**src/rtl/mem_arbiter.sv**
```systemverilog
// mem_arbiter: memory controller between the core and a byte-wide unified RAM.
//
// Arbitrates instruction fetch (32-bit word reads) against the load/store
// buffer (1/2/4-byte loads and stores) with round-robin fairness, then runs
// each access as consecutive single-byte RAM cycles. Read words are assembled
// little-endian; RAM read data arrives one cycle after its address.
//
// state  | meaning
// IDLE   | no access in flight; grants are evaluated here
// IF_RD  | fetching a 4-byte instruction word
// LD_RD  | reading 1/2/4 bytes for an LSB load
// ST_WR  | writing 1/2/4 bytes for an LSB store
//
// Ports:
//   clk_in, rst_in (async, active high), rdy_in (freeze when low), clear (flush)
//   if_req/if_addr           -> if_done/if_data          fetch side
//   lsb_req/pos/ls/len/addr/val -> mem_busy, mem_finished/mem_val/mem_pos
//   ram_din, ram_dout, ram_a, ram_wr                     byte RAM port
module mem_arbiter #(
  parameter int LSB_CAP_BIT = 4
) (
  input  logic                   clk_in,
  input  logic                   rst_in,
  input  logic                   rdy_in,
  input  logic                   clear,
  input  logic                   if_req,
  input  logic [31:0]            if_addr,
  output logic                   if_done,
  output logic [31:0]            if_data,
  input  logic                   lsb_req,
  input  logic [LSB_CAP_BIT-1:0] lsb_pos,
  input  logic                   lsb_ls,
  input  logic [1:0]             lsb_len,
  input  logic [31:0]            lsb_addr,
  input  logic [31:0]            lsb_val,
  output logic                   mem_busy,
  output logic                   mem_finished,
  output logic [31:0]            mem_val,
  output logic [LSB_CAP_BIT-1:0] mem_pos,
  input  logic [7:0]             ram_din,
  output logic [7:0]             ram_dout,
  output logic [31:0]            ram_a,
  output logic                   ram_wr
);

  typedef enum logic [1:0] {IDLE, IF_RD, LD_RD, ST_WR} state_t;

  state_t                 state_q, state_d;
  logic [2:0]             k_q, k_d;
  logic [2:0]             n_q, n_d;
  logic [31:0]            addr_q, addr_d;
  logic [31:0]            val_q, val_d;
  logic [LSB_CAP_BIT-1:0] pos_q, pos_d;
  logic [31:0]            buf_q, buf_d;
  logic                   last_grant_q, last_grant_d;
  logic                   orphan_q, orphan_d;
  logic                   if_done_q, if_done_d;
  logic [31:0]            if_data_q, if_data_d;
  logic                   mem_finished_q, mem_finished_d;
  logic [31:0]            mem_val_q, mem_val_d;
  logic [LSB_CAP_BIT-1:0] mem_pos_q, mem_pos_d;
  logic [7:0]             ram_dout_q, ram_dout_d;
  logic [31:0]            ram_a_q, ram_a_d;
  logic                   ram_wr_q, ram_wr_d;

  logic [2:0] k_inc;
  logic [1:0] rd_sel;
  logic [2:0] lsb_n;

  assign k_inc  = k_q + 3'd1;
  // Byte arriving now was addressed one cycle ago, i.e. index k-1.
  assign rd_sel = 2'(k_q - 3'd1);

  always_comb begin
    unique case (lsb_len)
      2'b00:   lsb_n = 3'd1;
      2'b01:   lsb_n = 3'd2;
      default: lsb_n = 3'd4;
    endcase
  end

  // IF holding while the last grant went to the LSB makes the LSB wait,
  // which is what gives the fetch side its round-robin turn.
  assign mem_busy = (state_q != IDLE) || (if_req && last_grant_q) || clear || !rdy_in;

  always_comb begin
    state_d        = state_q;
    k_d            = k_q;
    n_d            = n_q;
    addr_d         = addr_q;
    val_d          = val_q;
    pos_d          = pos_q;
    buf_d          = buf_q;
    last_grant_d   = last_grant_q;
    orphan_d       = orphan_q;
    if_done_d      = 1'b0;
    if_data_d      = if_data_q;
    mem_finished_d = 1'b0;
    mem_val_d      = mem_val_q;
    mem_pos_d      = mem_pos_q;
    ram_dout_d     = ram_dout_q;
    ram_a_d        = ram_a_q;
    ram_wr_d       = ram_wr_q;

    if (rdy_in) begin
      unique case (state_q)
        IDLE: begin
          if (!clear) begin
            if (lsb_req && !mem_busy) begin
              last_grant_d = 1'b1;
              addr_d       = lsb_addr;
              val_d        = lsb_val;
              pos_d        = lsb_pos;
              n_d          = lsb_n;
              k_d          = 3'd0;
              buf_d        = '0;
              orphan_d     = 1'b0;
              ram_a_d      = lsb_addr;
              if (lsb_ls) begin
                state_d    = ST_WR;
                ram_wr_d   = 1'b1;
                ram_dout_d = lsb_val[7:0];
              end else begin
                state_d    = LD_RD;
              end
            end else if (if_req) begin
              last_grant_d = 1'b0;
              addr_d       = if_addr;
              n_d          = 3'd4;
              k_d          = 3'd0;
              buf_d        = '0;
              ram_a_d      = if_addr;
              state_d      = IF_RD;
            end
          end
        end

        IF_RD, LD_RD: begin
          if (clear) begin
            state_d = IDLE;
            k_d     = 3'd0;
          end else begin
            if (k_q != 3'd0) buf_d[{rd_sel, 3'b000} +: 8] = ram_din;
            if (k_q == n_q) begin
              state_d = IDLE;
              k_d     = 3'd0;
              if (state_q == IF_RD) begin
                if_done_d = 1'b1;
                if_data_d = buf_d;
              end else begin
                mem_finished_d = 1'b1;
                mem_val_d      = buf_d;
                mem_pos_d      = pos_q;
              end
            end else begin
              k_d = k_inc;
              if (k_inc < n_q) ram_a_d = addr_q + {29'd0, k_inc};
            end
          end
        end

        ST_WR: begin
          // A store already issued is architecturally committed: finish all
          // bytes, but a flush means nobody is waiting for the completion.
          if (clear) orphan_d = 1'b1;
          if (k_q == n_q - 3'd1) begin
            state_d  = IDLE;
            k_d      = 3'd0;
            ram_wr_d = 1'b0;
            orphan_d = 1'b0;
            if (!(orphan_q || clear)) begin
              mem_finished_d = 1'b1;
              mem_pos_d      = pos_q;
            end
          end else begin
            k_d        = k_inc;
            ram_a_d    = addr_q + {29'd0, k_inc};
            ram_dout_d = val_q[{k_inc[1:0], 3'b000} +: 8];
          end
        end

        default: state_d = IDLE;
      endcase
    end
  end

  always_ff @(posedge clk_in or posedge rst_in) begin
    if (rst_in) begin
      state_q        <= IDLE;
      k_q            <= '0;
      n_q            <= '0;
      addr_q         <= '0;
      val_q          <= '0;
      pos_q          <= '0;
      buf_q          <= '0;
      last_grant_q   <= 1'b1;
      orphan_q       <= 1'b0;
      if_done_q      <= 1'b0;
      if_data_q      <= '0;
      mem_finished_q <= 1'b0;
      mem_val_q      <= '0;
      mem_pos_q      <= '0;
      ram_dout_q     <= '0;
      ram_a_q        <= '0;
      ram_wr_q       <= 1'b0;
    end else begin
      state_q        <= state_d;
      k_q            <= k_d;
      n_q            <= n_d;
      addr_q         <= addr_d;
      val_q          <= val_d;
      pos_q          <= pos_d;
      buf_q          <= buf_d;
      last_grant_q   <= last_grant_d;
      orphan_q       <= orphan_d;
      if_done_q      <= if_done_d;
      if_data_q      <= if_data_d;
      mem_finished_q <= mem_finished_d;
      mem_val_q      <= mem_val_d;
      mem_pos_q      <= mem_pos_d;
      ram_dout_q     <= ram_dout_d;
      ram_a_q        <= ram_a_d;
      ram_wr_q       <= ram_wr_d;
    end
  end

  assign if_done      = if_done_q;
  assign if_data      = if_data_q;
  assign mem_finished = mem_finished_q;
  assign mem_val      = mem_val_q;
  assign mem_pos      = mem_pos_q;
  assign ram_dout     = ram_dout_q;
  assign ram_a        = ram_a_q;
  // A frozen write byte must not be written repeatedly.
  assign ram_wr       = ram_wr_q && rdy_in;

endmodule

```
**config.mk**
```make
export PLATFORM = sky130hd
export DESIGN_NAME = mem_arbiter
export DESIGN_NICKNAME = d
export VERILOG_FILES = /design/src/rtl/mem_arbiter.sv
export SDC_FILE = /design/constraint.sdc
export NUM_CORES = 1
export LEC_CHECK = 0
export CAP_MARGIN = 0
export CORE_ASPECT_RATIO = 0.75
export CORE_MARGIN = 3
export CORE_UTILIZATION = 35
export DETAILED_ROUTE_END_ITERATION = 16
export PLACE_DENSITY = 0.64
export SETUP_SLACK_MARGIN = 0.05
export SLEW_MARGIN = 10
export SYNTH_ARGS = -nofsm -noshare
export SYNTH_HDL_FRONTEND = slang
export SYNTH_SLANG_ARGS = --single-unit
export TNS_END_PERCENT = 10
```
**constraint.sdc**
```tcl
create_clock -name clk_in -period 7.75 [get_ports clk_in]
set_clock_uncertainty 0.15 [all_clocks]
set_input_delay 0.775 -clock clk_in [delete_from_list [all_inputs] [get_ports clk_in]]
set_output_delay 0.775 -clock clk_in [all_outputs]
set_load 0.05 [all_outputs]
```
==> load_flow_metrics.sql <==
INSERT INTO impl_metrics (metric_group, metric, value, unit) VALUES
('placement', 'placement.io_buffers', '228', ''),
('global_route', 'wire_length_of_the_first_global_routing_pass', '46730', 'µm'),
('detailed_routing', 'post_drt_via_cell_ratio', '5.033', ''),
('synthesis', 'yosys-top-cells-area', 'sky130_fd_sc_hd__dfrtp_1, sky130_fd_sc_hd__nand2_1, sky130_fd_sc_hd__mux2i_1', ''),
('timing', 'fin_crit', '4.671', 'ns'),
('clocking', 'clkTransAtPathRegs', '0.06', 'ns'),
('finish', 'syn2layout_area_growth', '32.12', '%'),
('finish', 'finish.net_count', '1407', ''),
('finish', 'final_layout_size_suffix_gt1_frac', '0.06899', ''),
('synthesis', 'syn-instance-count', '1079', ''),
('global_route', 'globalRoute.totalOverflow', '0', ''),
('synthesis', 'netlist.area_leader.share', '0.5203', ''),
('timing', 'holdWs', '0.3077', 'ns'),
('detailed_routing', 'first_pass_iters', '5', ''),
('clocking', 'ctsHtreeMaxLevel', '1', ''),
('synthesis', 'syn_nets', '1214', ''),
('placement', 'number_of_placed_cells_counting_well_taps', '1637', ''),
('global_route', 'grt_max_degree', '94', ''),
('finish', 'post_layout_nonfiller_instances', '1682', ''),
('critical_path', 'cpPeakStageDelay', '0.98', 'ns'),
('synthesis', 'synth_seq_cells', '221', ''),
('critical_path', 'critPathMaxFanout', '19', ''),
('clocking', 'postCtsSetupRepairBufs', '0', ''),
('timing', 'final-setup-viol-count', '0', ''),
('run', 'max_cap_violations', '0', ''),
('clocking', 'postCtsHoldBufs', '0', ''),
('timing', 'worstMarginPinSlew', '1.014', 'ns'),
('power_and_ir_drop', 'leakage', '6.274', 'nW'),
('critical_path', 'timing.critical_path.arrival', '4.91', 'ns'),
('global_route', 'grt.total_usage', '0.1794', ''),
('floorplan', 'initial_utilization', '0.3600', ''),
('clocking', 'numClockSinks', '221', ''),
('synthesis', 'post-synth-top-area-cell', 'sky130_fd_sc_hd__dfrtp_1', ''),
('synthesis', 'synthDistinctLibCells', '71', ''),
('critical_path', 'cp_cell_sequence', 'inv_1 > ha_1 > inv_1 > fa_1 > and2b_1 > o2111ai_4 > nor4_4 > nand2_1 > xnor2_1 > a221o_1', ''),
('global_route', 'first_global_vias', '8268', ''),
('clocking', 'worst_skew_pair.late_latency', '0.52', 'ns'),
('detailed_routing', 'antenna_left', '0', ''),
('critical_path', 'startpoint_type', 'register', ''),
('clocking', 'cts_buffer_depth', '3', ''),
('critical_path', 'worstPathRequired', '7.99', 'ns'),
('detailed_routing', 'detail_route.wl_per_cell', '17.55', 'µm'),
('floorplan', 'chip_height', '156.6', 'µm'),
('synthesis', 'synth_area_per_cell', '9.806', 'µm²'),
('synthesis', 'synth-edff-count', '0', ''),
('synthesis', 'async_reset_ff_frac', '1.000', ''),
('run_status', 'status', 'finished, final reports clean', ''),
('placement', 'gp_congestion', '0.7983', ''),
('finish', 'most-common-layout-cells', 'sky130_fd_sc_hd__nand2_1, sky130_fd_sc_hd__clkdlybuf4s50_1, sky130_fd_sc_hd__dfrtp_1', ''),
('finish', 'antenna_cells_inserted', '0', ''),
('power_and_ir_drop', 'power_density', '394.9', 'mW/mm²'),
('timing', 'finalHoldViolCount', '0', ''),
('detailed_routing', 'detail_route.wirelength', '29520', 'µm'),
('global_route', 'antenna_found_initial', '1', ''),
('synthesis', 'postSynth.topFlopCell', 'sky130_fd_sc_hd__dfrtp_1', ''),
('detailed_routing', 'route.detailed.drc', '0', ''),
('floorplan', 'die_x', '206.8', 'µm'),
('timing', 'ratio_of_final_minimum_period_to_clock_period', '0.6027', ''),
('synthesis', 'yosys_warnings', '0', ''),
('floorplan', 'rows', '54', ''),
('timing', 'finalMaxSlewViolations', '0', ''),
('clocking', 'clockRootBuffer', 'sky130_fd_sc_hd__clkbuf_16', ''),
('timing', 'rsz_0062_raised_after_global_routing', 'no', ''),
('finish', 'mostFrequentLayoutCell', 'sky130_fd_sc_hd__nand2_1', ''),
('detailed_routing', 'routed-via-count', '8466', ''),
('finish', 'fillers', '2793', ''),
('floorplan', 'core-area', '0.02939', 'mm²'),
('power_and_ir_drop', 'vdd_drop_max', '193.6', 'µV'),
('timing', 'fin_tns_setup', '0', 'ns'),
('critical_path', 'critical_path_s_most_frequent_cell', 'sky130_fd_sc_hd__inv_1', ''),
('synthesis', 'sequential_element_share_of_the_synthesized_area', '0.5228', '');
[layout make-up]
| type | instances | area [µm²] | share of cell area |
|---|---|---|---|
| sequential | 221 | 5532 | 0.3957 |
| multi-input combinational | 770 | 4661 | 0.3334 |
| timing repair buffer | 238 | 2357 | 0.1686 |
| clock buffer | 36 | 737.0 | 0.05272 |
| tap | 392 | 490.5 | 0.03509 |
| clock inverter | 9 | 133.9 | 0.009577 |
| inverter | 16 | 67.56 | 0.004834 |
[state kept, by name (all words and copies together), names as in the netlist, 2 cells and up]
signal	count
val_q	32
addr_q	32
n_q	3
mem_pos	4
pos_q	4
k_q	3
buf_q	32
if_data	32
ram_dout	8
ram_a	32
mem_val	32
state_q	2
[critical path: cells and delay by family, from the launching register on]
kind,cells,cell delay [ns]
buffers and inverters,2,0.51
DFF,1,0.90
adders and majority gates,2,1.43
and+or+nand+nor,3,0.87
xor gates and xnor gates,1,0.14
AOI/OAI and AO/OA,2,0.53
[routing by layer]
layer,GRT usage,vias up,share of wire
met5,0,-,0.00030
met4,0.02631,2,0.013
met3,0.03722,28,0.062
met2,0.2629,210,0.43
met1,0.2794,4100,0.50
li1,-,4126,-
[logic make-up after synthesis]
kind of cell | count (synthesis) | synth area share
adder cells (fa/ha/maj) | 18 | 0.02200
multiplexers | 49 | 0.05641
flip-flops | 221 | 0.5228
XOR/XNOR | 31 | 0.02696
AND/OR/NAND/NOR | 395 | 0.1673
buffers and inverters | 88 | 0.03820
AO/OA/AOI/OAI | 277 | 0.1663
[path summary, 6_finish.rpt]
| kind | cells past startpoint | endpoint | startpoint | slack [ns] |
|---|---|---|---|---|
| worst max-delay path | 10 | ram_a[30]$_DFFE_PP0P_ | k_q[0]$_DFFE_PP0P_ | 3.08 |
| worst min-delay path | 2 | last_grant_q$_DFFE_PP1P_ | last_grant_q$_DFFE_PP1P_ | 0.31 |
| worst max register to register | 10 | ram_a[30]$_DFFE_PP0P_ | k_q[0]$_DFFE_PP0P_ | 3.08 |
| worst min register to register | 2 | last_grant_q$_DFFE_PP1P_ | last_grant_q$_DFFE_PP1P_ | 0.31 |
| max in group asynchronous | 3 | val_q[19]$_DFFE_PP0P_ | rst_in | 5.47 |
| min in group asynchronous | 2 | mem_finished$_DFF_PP0_ | rst_in | 0.63 |
[Yosys cell counts (all sizes together), types with 2 or more instances]
master / number
a221o: 4
nor3: 8
nor3b: 4
and2: 4
inv: 16
and4: 4
buf: 38
nand3: 12
nand2b: 3
xnor2: 17
nor2: 55
o22ai: 2
a211oi: 2
ha: 17
a211o: 2
mux4: 8
a22oi: 31
clkbuf: 34
a21o: 8
xor2: 13
o21a: 2
mux2i: 36
mux2: 5
o32ai: 2
or2: 2
nand4: 7
nand2: 269
a22o: 40
or3: 3
dfrtp: 220
a21oi: 52
nor4: 6
and3: 7
o211ai: 4
o21ai: 119
nor2b: 5
[metrics by stage]
stage               total power, mW  setup WS (ns)  utilization  area (µm²)
finish                        5.520          3.079       0.4756       13980
floorplan                     3.515         0.7772            -       10580
detailed placement            4.310          3.005       0.4460       13110
global placement              4.261          3.134       0.4460       13110
global route                  5.863          2.723       0.4756       13980
CTS                           5.581          2.971       0.4756       13980
[power breakdown]
group          switching, mW  total (mW)  internal, mW
clock network          0.477        1.24         0.761
logic                   1.51        2.38         0.871
registers              0.323        1.90          1.58
total                   2.31        5.52          3.21
(Power assumes the default switching activity.)
